`config.mk`:
```
export PLATFORM = sky130hd
export DESIGN_NAME = instr_fetch_unit
export DESIGN_NICKNAME = d
export VERILOG_FILES = /design/src/rtl/cpu_pkg.sv /design/src/rtl/instr_fetch_unit_pc_reg.sv /design/src/rtl/instr_fetch_unit.sv
export SDC_FILE = /design/constraint.sdc
export NUM_CORES = 1
export LEC_CHECK = 0
export ABC_AREA = 1
export ABC_CLOCK_PERIOD_IN_PS = 1490
export CAP_MARGIN = 20
export CORE_MARGIN = 3
export CORE_UTILIZATION = 43
export CTS_BUF_LIST = sky130_fd_sc_hd__clkbuf_4
export CTS_CLUSTER_SIZE = 20
export DETAILED_ROUTE_END_ITERATION = 10
export GPL_ROUTABILITY_DRIVEN = 0
export PLACE_DENSITY = 0.78
export SLEW_MARGIN = 20
export SYNTH_ARGS = -nofsm -noshare
export SYNTH_HDL_FRONTEND = slang
export SYNTH_HIERARCHICAL = 1
export SYNTH_SLANG_ARGS = --single-unit
```
`constraint.sdc`:
```
create_clock -name clk -period 1.49 [get_ports clk]
set_input_delay 0.298 -clock clk [delete_from_list [all_inputs] [get_ports clk]]
set_output_delay 0.298 -clock clk [all_outputs]
set_load 0.01 [all_outputs]
```
`src/rtl/cpu_pkg.sv`:
```
// Shared fetch-stage definitions: bus widths, the long-opcode flag position and the fetch FSM states.
package cpu_pkg;

   localparam int ADDR_W   = 5;
   localparam int DATA_W   = 8;
   localparam int LONG_BIT = 7;

   typedef enum logic [1:0] {
      FETCH_OP  = 2'd0,
      FETCH_ARG = 2'd1,
      VALID     = 2'd2,
      HALTED    = 2'd3
   } fetch_state_e;

endpackage

```
`src/rtl/instr_fetch_unit_pc_reg.sv`:
```
// Program counter register: reset value, load from a redirect target, or increment with natural wrap.
module pc_reg #(
   parameter int ADDR_W   = 5,
   parameter int RESET_PC = 0
) (
   input  logic              clk,
   input  logic              reset,
   input  logic              load,
   input  logic [ADDR_W-1:0] load_addr,
   input  logic              inc,
   output logic [ADDR_W-1:0] pc
);

   // PC update; a load always wins over an increment.
   always_ff @(posedge clk or negedge reset) begin
      if (!reset) begin
         pc <= ADDR_W'(RESET_PC);
      end else if (load) begin
         pc <= load_addr;
      end else if (inc) begin
         pc <= pc + {{(ADDR_W-1){1'b0}}, 1'b1};
      end else begin
         pc <= pc;
      end
   end

endmodule

```
`src/rtl/instr_fetch_unit.sv`:
```
// Instruction fetch stage: assembles 1/2-byte instructions from memory and hands them to the decoder.
// Optional stall counter output enabled with macro IFU_STALL_COUNT_EN.
module instr_fetch_unit #(
   parameter int ADDR_W   = cpu_pkg::ADDR_W,
   parameter int DATA_W   = cpu_pkg::DATA_W,
   parameter int RESET_PC = 0,
   parameter int LONG_BIT = cpu_pkg::LONG_BIT
) (
   input  logic              clk,
   input  logic              reset,
   output logic [ADDR_W-1:0] mem_addr_out,
   output logic              r_w,
   input  logic [DATA_W-1:0] mem_data_out,
   output logic [DATA_W-1:0] instr_opcode,
   output logic [DATA_W-1:0] instr_operand,
   output logic [ADDR_W-1:0] instr_pc,
   output logic              instr_valid,
   input  logic              instr_ready,
   input  logic              jmp_en,
   input  logic [ADDR_W-1:0] jmp_addr,
   input  logic              halt,
   output logic              halted
`ifdef IFU_STALL_COUNT_EN
   ,
   output logic [15:0]       stall_count
`endif
);

   import cpu_pkg::*;

   fetch_state_e      state_r;
   fetch_state_e      next_state_s;
   logic [ADDR_W-1:0] pc_r;
   logic              pc_load_s;
   logic              pc_inc_s;
   logic              cap_op_s;
   logic              cap_arg_s;
   logic              valid_next_s;

   pc_reg #(
      .ADDR_W   (ADDR_W),
      .RESET_PC (RESET_PC)
   ) u_pc_reg (
      .clk       (clk),
      .reset     (reset),
      .load      (pc_load_s),
      .load_addr (jmp_addr),
      .inc       (pc_inc_s),
      .pc        (pc_r)
   );

   assign mem_addr_out = pc_r;
   assign r_w          = (state_r != HALTED);

   // FSM state register.
   always_ff @(posedge clk or negedge reset) begin
      if (!reset) begin
         state_r <= FETCH_OP;
      end else begin
         state_r <= next_state_s;
      end
   end

   // Next state and datapath strobes; a jump pre-empts capture, handshake and halt.
   always_comb begin
      next_state_s = state_r;
      pc_load_s    = 1'b0;
      pc_inc_s     = 1'b0;
      cap_op_s     = 1'b0;
      cap_arg_s    = 1'b0;
      valid_next_s = instr_valid;
      if (jmp_en) begin
         pc_load_s    = 1'b1;
         valid_next_s = 1'b0;
         if ((state_r == HALTED) && halt) begin
            next_state_s = HALTED;
         end else begin
            next_state_s = FETCH_OP;
         end
      end else begin
         case (state_r)
            FETCH_OP: begin
               if (halt) begin
                  next_state_s = HALTED;
               end else begin
                  cap_op_s = 1'b1;
                  pc_inc_s = 1'b1;
                  if (mem_data_out[LONG_BIT]) begin
                     next_state_s = FETCH_ARG;
                  end else begin
                     next_state_s = VALID;
                     valid_next_s = 1'b1;
                  end
               end
            end
            FETCH_ARG: begin
               cap_arg_s    = 1'b1;
               pc_inc_s     = 1'b1;
               next_state_s = VALID;
               valid_next_s = 1'b1;
            end
            VALID: begin
               if (instr_ready) begin
                  valid_next_s = 1'b0;
                  next_state_s = halt ? HALTED : FETCH_OP;
               end else begin
                  next_state_s = VALID;
               end
            end
            HALTED: begin
               if (!halt) begin
                  next_state_s = FETCH_OP;
               end else begin
                  next_state_s = HALTED;
               end
            end
            default: begin
               next_state_s = FETCH_OP;
               valid_next_s = 1'b0;
            end
         endcase
      end
   end

   // Instruction output registers; operand is zeroed at opcode capture and filled in for long opcodes.
   always_ff @(posedge clk or negedge reset) begin
      if (!reset) begin
         instr_opcode  <= {DATA_W{1'b0}};
         instr_operand <= {DATA_W{1'b0}};
         instr_pc      <= {ADDR_W{1'b0}};
         instr_valid   <= 1'b0;
         halted        <= 1'b0;
      end else begin
         if (cap_op_s) begin
            instr_opcode  <= mem_data_out;
            instr_operand <= {DATA_W{1'b0}};
            instr_pc      <= pc_r;
         end else if (cap_arg_s) begin
            instr_operand <= mem_data_out;
         end
         instr_valid <= valid_next_s;
         halted      <= (next_state_s == HALTED);
      end
   end

`ifdef IFU_STALL_COUNT_EN
   // Saturating count of cycles the decoder leaves a valid instruction waiting.
   always_ff @(posedge clk or negedge reset) begin
      if (!reset) begin
         stall_count <= 16'h0000;
      end else if (jmp_en) begin
         stall_count <= 16'h0000;
      end else if (instr_valid && !instr_ready && (stall_count != 16'hFFFF)) begin
         stall_count <= stall_count + 16'h0001;
      end
   end
`endif

endmodule

```
==> results of run 1 <==
## synth_stat cells (all sizes together)
library cell	n	area, um^2
inv	23	86.3
a21boi	2	15.0
xnor2	1	8.76
a22oi	2	15.0
nor2	6	32.5
nand2	38	165
buf	4	53.8
ha	1	12.5
dfrtp	30	751
nand3	18	118
o21ai	24	199
nand4	2	12.5
## worst max path at each step
| stage | end | cells after the start |
|---|---|---|
| finish | mem_addr_out[1] | 1 |
| global route | u_pc_reg/pc[2] | 7 |
| CTS | r_w | 2 |
| detailed placement | u_pc_reg/pc[0] | 8 |
| global placement | u_pc_reg/pc[2] | 8 |
| floorplan | u_pc_reg/pc[2] | 8 |
## cell families after synthesis
logic type | synth area share (%)
flip-flops | 51.1
AO/OA/AOI/OAI | 15.6
AND/OR/NAND/NOR | 22.3
XOR/XNOR | 0.596
buffers and inverters | 9.54
adder cells (fa/ha/maj) | 0.852
## layout make-up
| cell class | instances | area [um^2] |
|---|---|---|
| clock inverters | 3 | 11.3 |
| multi-input cells | 94 | 578 |
| clock buffers | 5 | 37.5 |
| well taps | 44 | 55.1 |
| flip-flops and latches | 30 | 754 |
| repair buffers | 62 | 566 |
| inverters | 23 | 86.3 |
| fillers | 295 | 1060 |
## report_power, final
part	internal (mW)	total, mW	switching, mW
registers	0.984	1.09	0.106
logic	0.404	0.815	0.411
clock network	0.168	0.425	0.258
## what timing repair did
| action | CTS | global route |
|---|---|---|
| gates resized for setup | 33 | 1 |
| buffers inserted | 1 | 0 |
| setup endpoints to repair | 29 | 1 |
## metal layers
layer | up-vias | global-route usage [%]
met1 | 589 | 21.9
met2 | 61 | 29.3
li1 | 614 | -
met4 | 0 | 10.0
met5 | - | 0
met3 | 14 | 5.55
==> results, run 1 <==
- The flip-flop and latch count after synthesis is 30.
- For this configuration, the core starts out at a cell density of between 40% and 50%.
- The level count of the clock H-tree is 2.
- Entering global routing, the biggest net connects 31 pins.
- The min-delay analysis places its worst path in the category primary input to async pin.
- Setup slack on the critical path of the routed design comes to roughly 120 ps.
- The number of failing setup endpoints in the final timing report is 0.
- The flow ran to the end, and the final reports show no timing, DRC or antenna violations.
- The layout overhead on the synthesized area is 42.2%.
- The via count of the first global-routing pass came to between 1000 and 1500.
- The estimated wirelength of the detail-placed design is 2470 um.
- The largest fanout on the critical path is 6.
- The peak per-stage delay on the critical path is ~460 ps.
- The register clock-pin slew on the reported worst setup and hold paths is about 90 ps.
- The setup clock skew after layout is between 6 and 7 ps.
- The worst-case IR drop observed on VDD is 0.540 mV.
- Of the synthesized area, sequential elements account for about half.
- The DRC violation count after routing is 0.
- The worst path in the final design needs a cycle of 1370 ps, including I/O delays and setup.
- The post-route antenna net violation count is 0.
- The die boundary width is 64.4 um.
- The highest signal layer in the routed design is met4.
- In this run the critical register-to-register path is captured at u_pc_reg/pc[2].
- After detailed placement, the total cell area comes to 0.00207 mm^2.
- The per-cell routed wire length is 12.4 um.
- Counting along the longest clock path gives a buffer depth of 2.
- The fraction of final layout cells with drive strength greater than 1 is a little over a quarter.
- The number of cells after detailed placement is about 250.
- The critical path is of the flop to output port type.
- The largest registers in the layout are instr_opcode: 8 flops, instr_operand: 8 flops.
- The total wire length after detailed routing is approximately 3200 um.
- The critical path goes through dlygate4sd2_1.
- The full die area is 0.00415 mm^2.
- The count of inserted antenna diode cells is 0.
- The initialized floorplan defines 20 standard-cell rows.
- The root buffer cell chosen for the clock tree is sky130_fd_sc_hd__clkbuf_4.
- The startpoint type of the worst setup path is a flop.
- In this run the count of I/O pins placed on the die edge is 47.
- The worst setup path startpoint is u_pc_reg/pc[1].
- After detailed routing, the met3 layer carries 250 um of wire.
- The final-stage net count is about 240.
- The final instance count without filler cells is between 200 and 300.
- On the critical path, the stage with the largest delay is an instance of sky130_fd_sc_hd__dfrtp_2.
- The setup check on the worst reg-to-reg path leaves a slack of 150 ps.
- The number of nets in the synthesized netlist is 170.
- The power density over the cells is between 1000 and 1500 mW/mm^2.
- Dividing the detail-routed via count by the number of cells gives around 5.
- Summing internal, switching and leakage power gives 2.33 mW.
- The post-layout instance area is around 0.0021 mm^2.
- The setup TNS is 0 ps.
- The number of buffers and inverters on the critical path is 1.
- The library cells used most frequently in the layout, excluding fill and tap cells, are sky130_fd_sc_hd__nand2_1 (31), sky130_fd_sc_hd__dlygate4sd2_1 (28), sky130_fd_sc_hd__dfrtp_1 (27).
- The total global routing track utilization is a little under a fifth.
- TritonCTS built the clock tree.
- In this run the standard cell core region covers 0.00315 mm^2.
- The worst setup path is captured at an output port.
- The global route total overflow is 0.
- Setup repair after global routing left no endpoint under its margin.
- Of the available clock period, the critical path in the final layout requires 92.0%.
- For the worst setup path, the data arrival time is roughly 1100 ps.
- The number of hold buffers added after cts is 0.
- The maximum clock rate is 729 MHz.
- Prior to clock tree synthesis, the placed netlist has a worst setup slack of -167 ps.
- The first global-routing pass estimated between 5000 and 6000 um of wire.
- The final hold violation count is 0.
- For the worst setup path, the data required time is approximately 1200 ps.
- The post-synthesis instance total is ~150.
- The count of yosys warnings during synthesis is 6.
- For this block, the initial DRC count from the detailed router was 43.
- For the pin with the worst max-slew slack, the measured transition is 368 ps.
- The leakage power of the design is 1.10 nW.
- After synthesis, the netlist uses 20 different library cells.
- For the worst flop-to-flop path, the logic depth is 7.
- The most common cell after layout, fill and taps aside is sky130_fd_sc_hd__nand2_1.
- For this design, the sink count on the clock tree is 30.
- The final cell utilization of the core is approximately 66%.
- The average instance in the mapped netlist occupies slightly below 10 um^2.
- In this run the cell area of the synthesized design comes to between 0.001 and 0.0015 mm^2.
- The launch point of the worst reg-to-reg path is state_r[1].
- In this design, the largest share of critical-path delay is due to flip-flops.
- The TritonCTS buffer count is 5.
- The die is between 60 and 70 um tall.
- The clock insertion delay at the later pin of the skew report is between 300 and 400 ps.
- Across the run, the number of max-cap violations was 0.
- The iteration count of the initial detailed-routing pass is 4.
- Measured against its own limit, the worst slew margin works out to 75.5%.
- The total via count in the routed design is ~1300.
- The max-slew violation count was 0.
- The initial antenna violation count is 0.
- The worst hold slack is roughly 350 ps.
- Summed over all nets, wire length on met2 after detailed routing comes to 1560 um.
- In this run the tool buffered the top-level ports with 46 buffer cells.
- After detailed routing, the wire length on met1 is 1350 um.
No activity file was read; power rests on OpenSTA's default activity.
==> inputs of run 2 (changes only) <==
Settings changed: ABC_CLOCK_PERIOD_IN_PS 1490 to 1520, CORE_UTILIZATION 43 to 45.
Clock period 1.49 ns to 1.52 ns, I/O delays scaled along.
==> run 2 against run 1 <==
- total power grew 0.68%
- non-clock buffer count grew 2
- first-iteration DRC count grew 110%
- wire length grew 5.9%
- combinational power is essentially flat
- sequential share of layout area shrank 0.065 points
- final cell count grew 0.77%
- design area grew 0.18%
- setup slack lost 42 ps
- worst hold slack gained 19 ps
- register-to-register slack lost 60 ps
- critical endpoint is now r_w
==> results, run 2 (synthesis results as in run 1) <==
- The TritonCTS buffer count is 5.
- The via count of the first global-routing pass was ~1200.
- The post-layout instance area is 0.00209 mm^2.
- In this run the number of H-tree levels came out at 2.
- The clock passes through at most 2 buffers.
- The area of placed instances is around 0.0020 mm^2.
- The launch point of the worst reg-to-reg path is state_r[0].
- The worst setup path startpoint is state_r[1].
- The detail route stage leaves a number of antenna-violating nets equal to 0.
- The worst slack at placement is -137 ps.
- The power density over the cells is about 1100 mW/mm^2.
- The number of top-level design ports is 47.
- Global routing used 18.6% of the available tracks.
- Excluding fillers, the count of instances in the completed layout stands at around 260.
- Setup repair after global routing left no endpoint under its margin.
- Counting tap cells, the placed design contains a total of 250 instances.
- The leakage power of the design is 1.12 nW.
- The peak per-stage delay on the critical path is between 400 and 500 ps.
- The count of buffers added on input and output ports is 46.
- The largest fanout on the critical path is 4.
- The run finished with clean final reports.
- The initial antenna violation count is 0.
- The first global-routing pass estimated ~5800 um of wire.
- The routed layout has 1258 vias.
- Detailed placement ended at an HPWL of ~2500 um.
- The net count of the finished layout is 237.
- The maximum number of pins on one net before global-route repair is 31.
- In the routed layout, each cell is associated on average with a via count of 4.78.
- In the finished design, the share of the clock period the worst path needs comes to 94.9%.
- The clock tree from TritonCTS is yes.
- The count of inserted antenna diode cells is 0.
- Once layout is complete, the utilization of the core stands at between 60% and 70%.
- STA classifies the critical path endpoint as an output port.
- The starting density of the core is between 40% and 50%.
- The transition at the pin with the smallest max-transition slack is approximately 380 ps.
- The highest-delay cell along the critical path is sky130_fd_sc_hd__dfrtp_2.
- The total power after layout is around 2.3 mW.
- Cells with a size suffix above 1 make up approximately 28% of the layout.
- The core region area is around 0.0031 mm^2.
- The setup clock skew after layout is roughly 3.0 ps.
- The iteration count of the initial detailed-routing pass is 4.
- The time the worst path needs with I/O delays and setup is 1440 ps.
- The detailed router's first-iteration violation count is 89.
- The DRC violation count after routing is 0.
- The number of failing setup endpoints in the final timing report is 0.
- The worst-case IR drop observed on VDD is approximately 0.47 mV.
- The arrival time of data at the critical path endpoint is roughly 1100 ps.
- Once routing completed, OpenROAD measured the worst setup slack at a little under 80 ps.
- Timing would allow up to around 690 MHz.
- The final hold violation count is 0.
- For this design, the sink count on the clock tree is 30.
- Buffers inserted to repair hold after CTS numbered 0.
- The layout overhead on the synthesized area is 42.4%.
- The max-slew violation count is 0.
- Measured along the x axis, the die boundary spans 63.1 um.
- STA classifies the critical path startpoint as a flop.
- The signal on the critical path passes through nand2_1 > clkdlybuf4s15_1.
- The number of maximum-capacitance violations is 0.
- The per-cell routed wire length is ~13 um.
- The setup path with the least slack is of type flop to output port.
- Leaving out fill and tap cells, the most frequent cell in the layout is sky130_fd_sc_hd__nand2_1.
- In the layout the commonest cells are sky130_fd_sc_hd__nand2_1 (31), sky130_fd_sc_hd__dfrtp_1 (27), sky130_fd_sc_hd__dlygate4sd2_1 (27).
- The die is 63.1 um tall.
- The root buffer selected by CTS is sky130_fd_sc_hd__clkbuf_4.
- The full die area is between 0.003 and 0.004 mm^2.
- The total wire length after detailed routing is 3430 um.
- The global route total overflow is 0.
- The type of the most critical hold path is primary input to async pin.
- The number of cell rows is 20.
- In this run the tightest slew margin relative to its limit is between 70% and 80%.
- The data required time at the worst endpoint is approximately 1200 ps.
- The register clock-pin slew on the reported worst setup and hold paths is around 90 ps.
- The largest registers in the layout are instr_opcode: 8 flops, instr_operand: 8 flops.
- Clock latency on the worst-skew pair, taken at its later pin, is between 300 and 400 ps.
run 2: per-layer routing:
metal	part of all wire, %	wire (um)	track usage (%)	up-vias
li1	-	-	-	621
met1	44	1510	24.4	584
met2	47	1630	29.6	49
met3	7.3	251	5.88	4
met4	1.1	39	4.96	0
met5	0	0	0	-
run 2: what timing repair did:
item / CTS / global route
setup buffers: 2 / 3
gates resized for setup: 31 / 2
endpoints found under the setup margin: 28 / 2
gates cloned: 0 / 0
run 2: worst max-delay path, delay by kind of cell, from the launching register on:
kind / cells / cell delay, ps
buffers and inverters: 1 / 250
AND/OR/NAND/NOR: 1 / 110
flip-flops: 1 / 460
run 2: cell type report:
class                           instances  area, um^2
Sequential cell                        30         754
Clock buffer                            6        45.0
Timing Repair Buffer                   64         564
Inverter                               23        86.3
Fill cell                             268         986
Multi-Input combinational cell         94         578
Tap cell                               44        55.1
Clock inverter                          2        8.76
run 2: where the power goes:
part / internal [mW] / switching, mW / total (mW) / leakage (nW)
combinational: 0.399 / 0.414 / 0.812 / 0.709
clock: 0.191 / 0.272 / 0.463 / 0.0331
sequential: 0.965 / 0.106 / 1.07 / 0.378
run 2: through the flow:
stage / hold slack (ps) / TNS, ps
global placement: 466 / -505
global route: 389 / 0
CTS: 365 / 0
floorplan: 8.41 / 0
finish: 370 / 0
detailed placement: 472 / -1280
run 2: final timing paths:
path	end	slack, ps	cells after the start
setup / recovery	r_w	80	2
hold / removal	instr_opcode[1]	370	2
setup reg to reg	u_pc_reg/pc[0]	90	7
hold reg to reg	instr_pc[3]	490	2
max in group asynchronous	u_pc_reg/pc[1]	850	2
min in group clk	instr_pc[3]	490	2
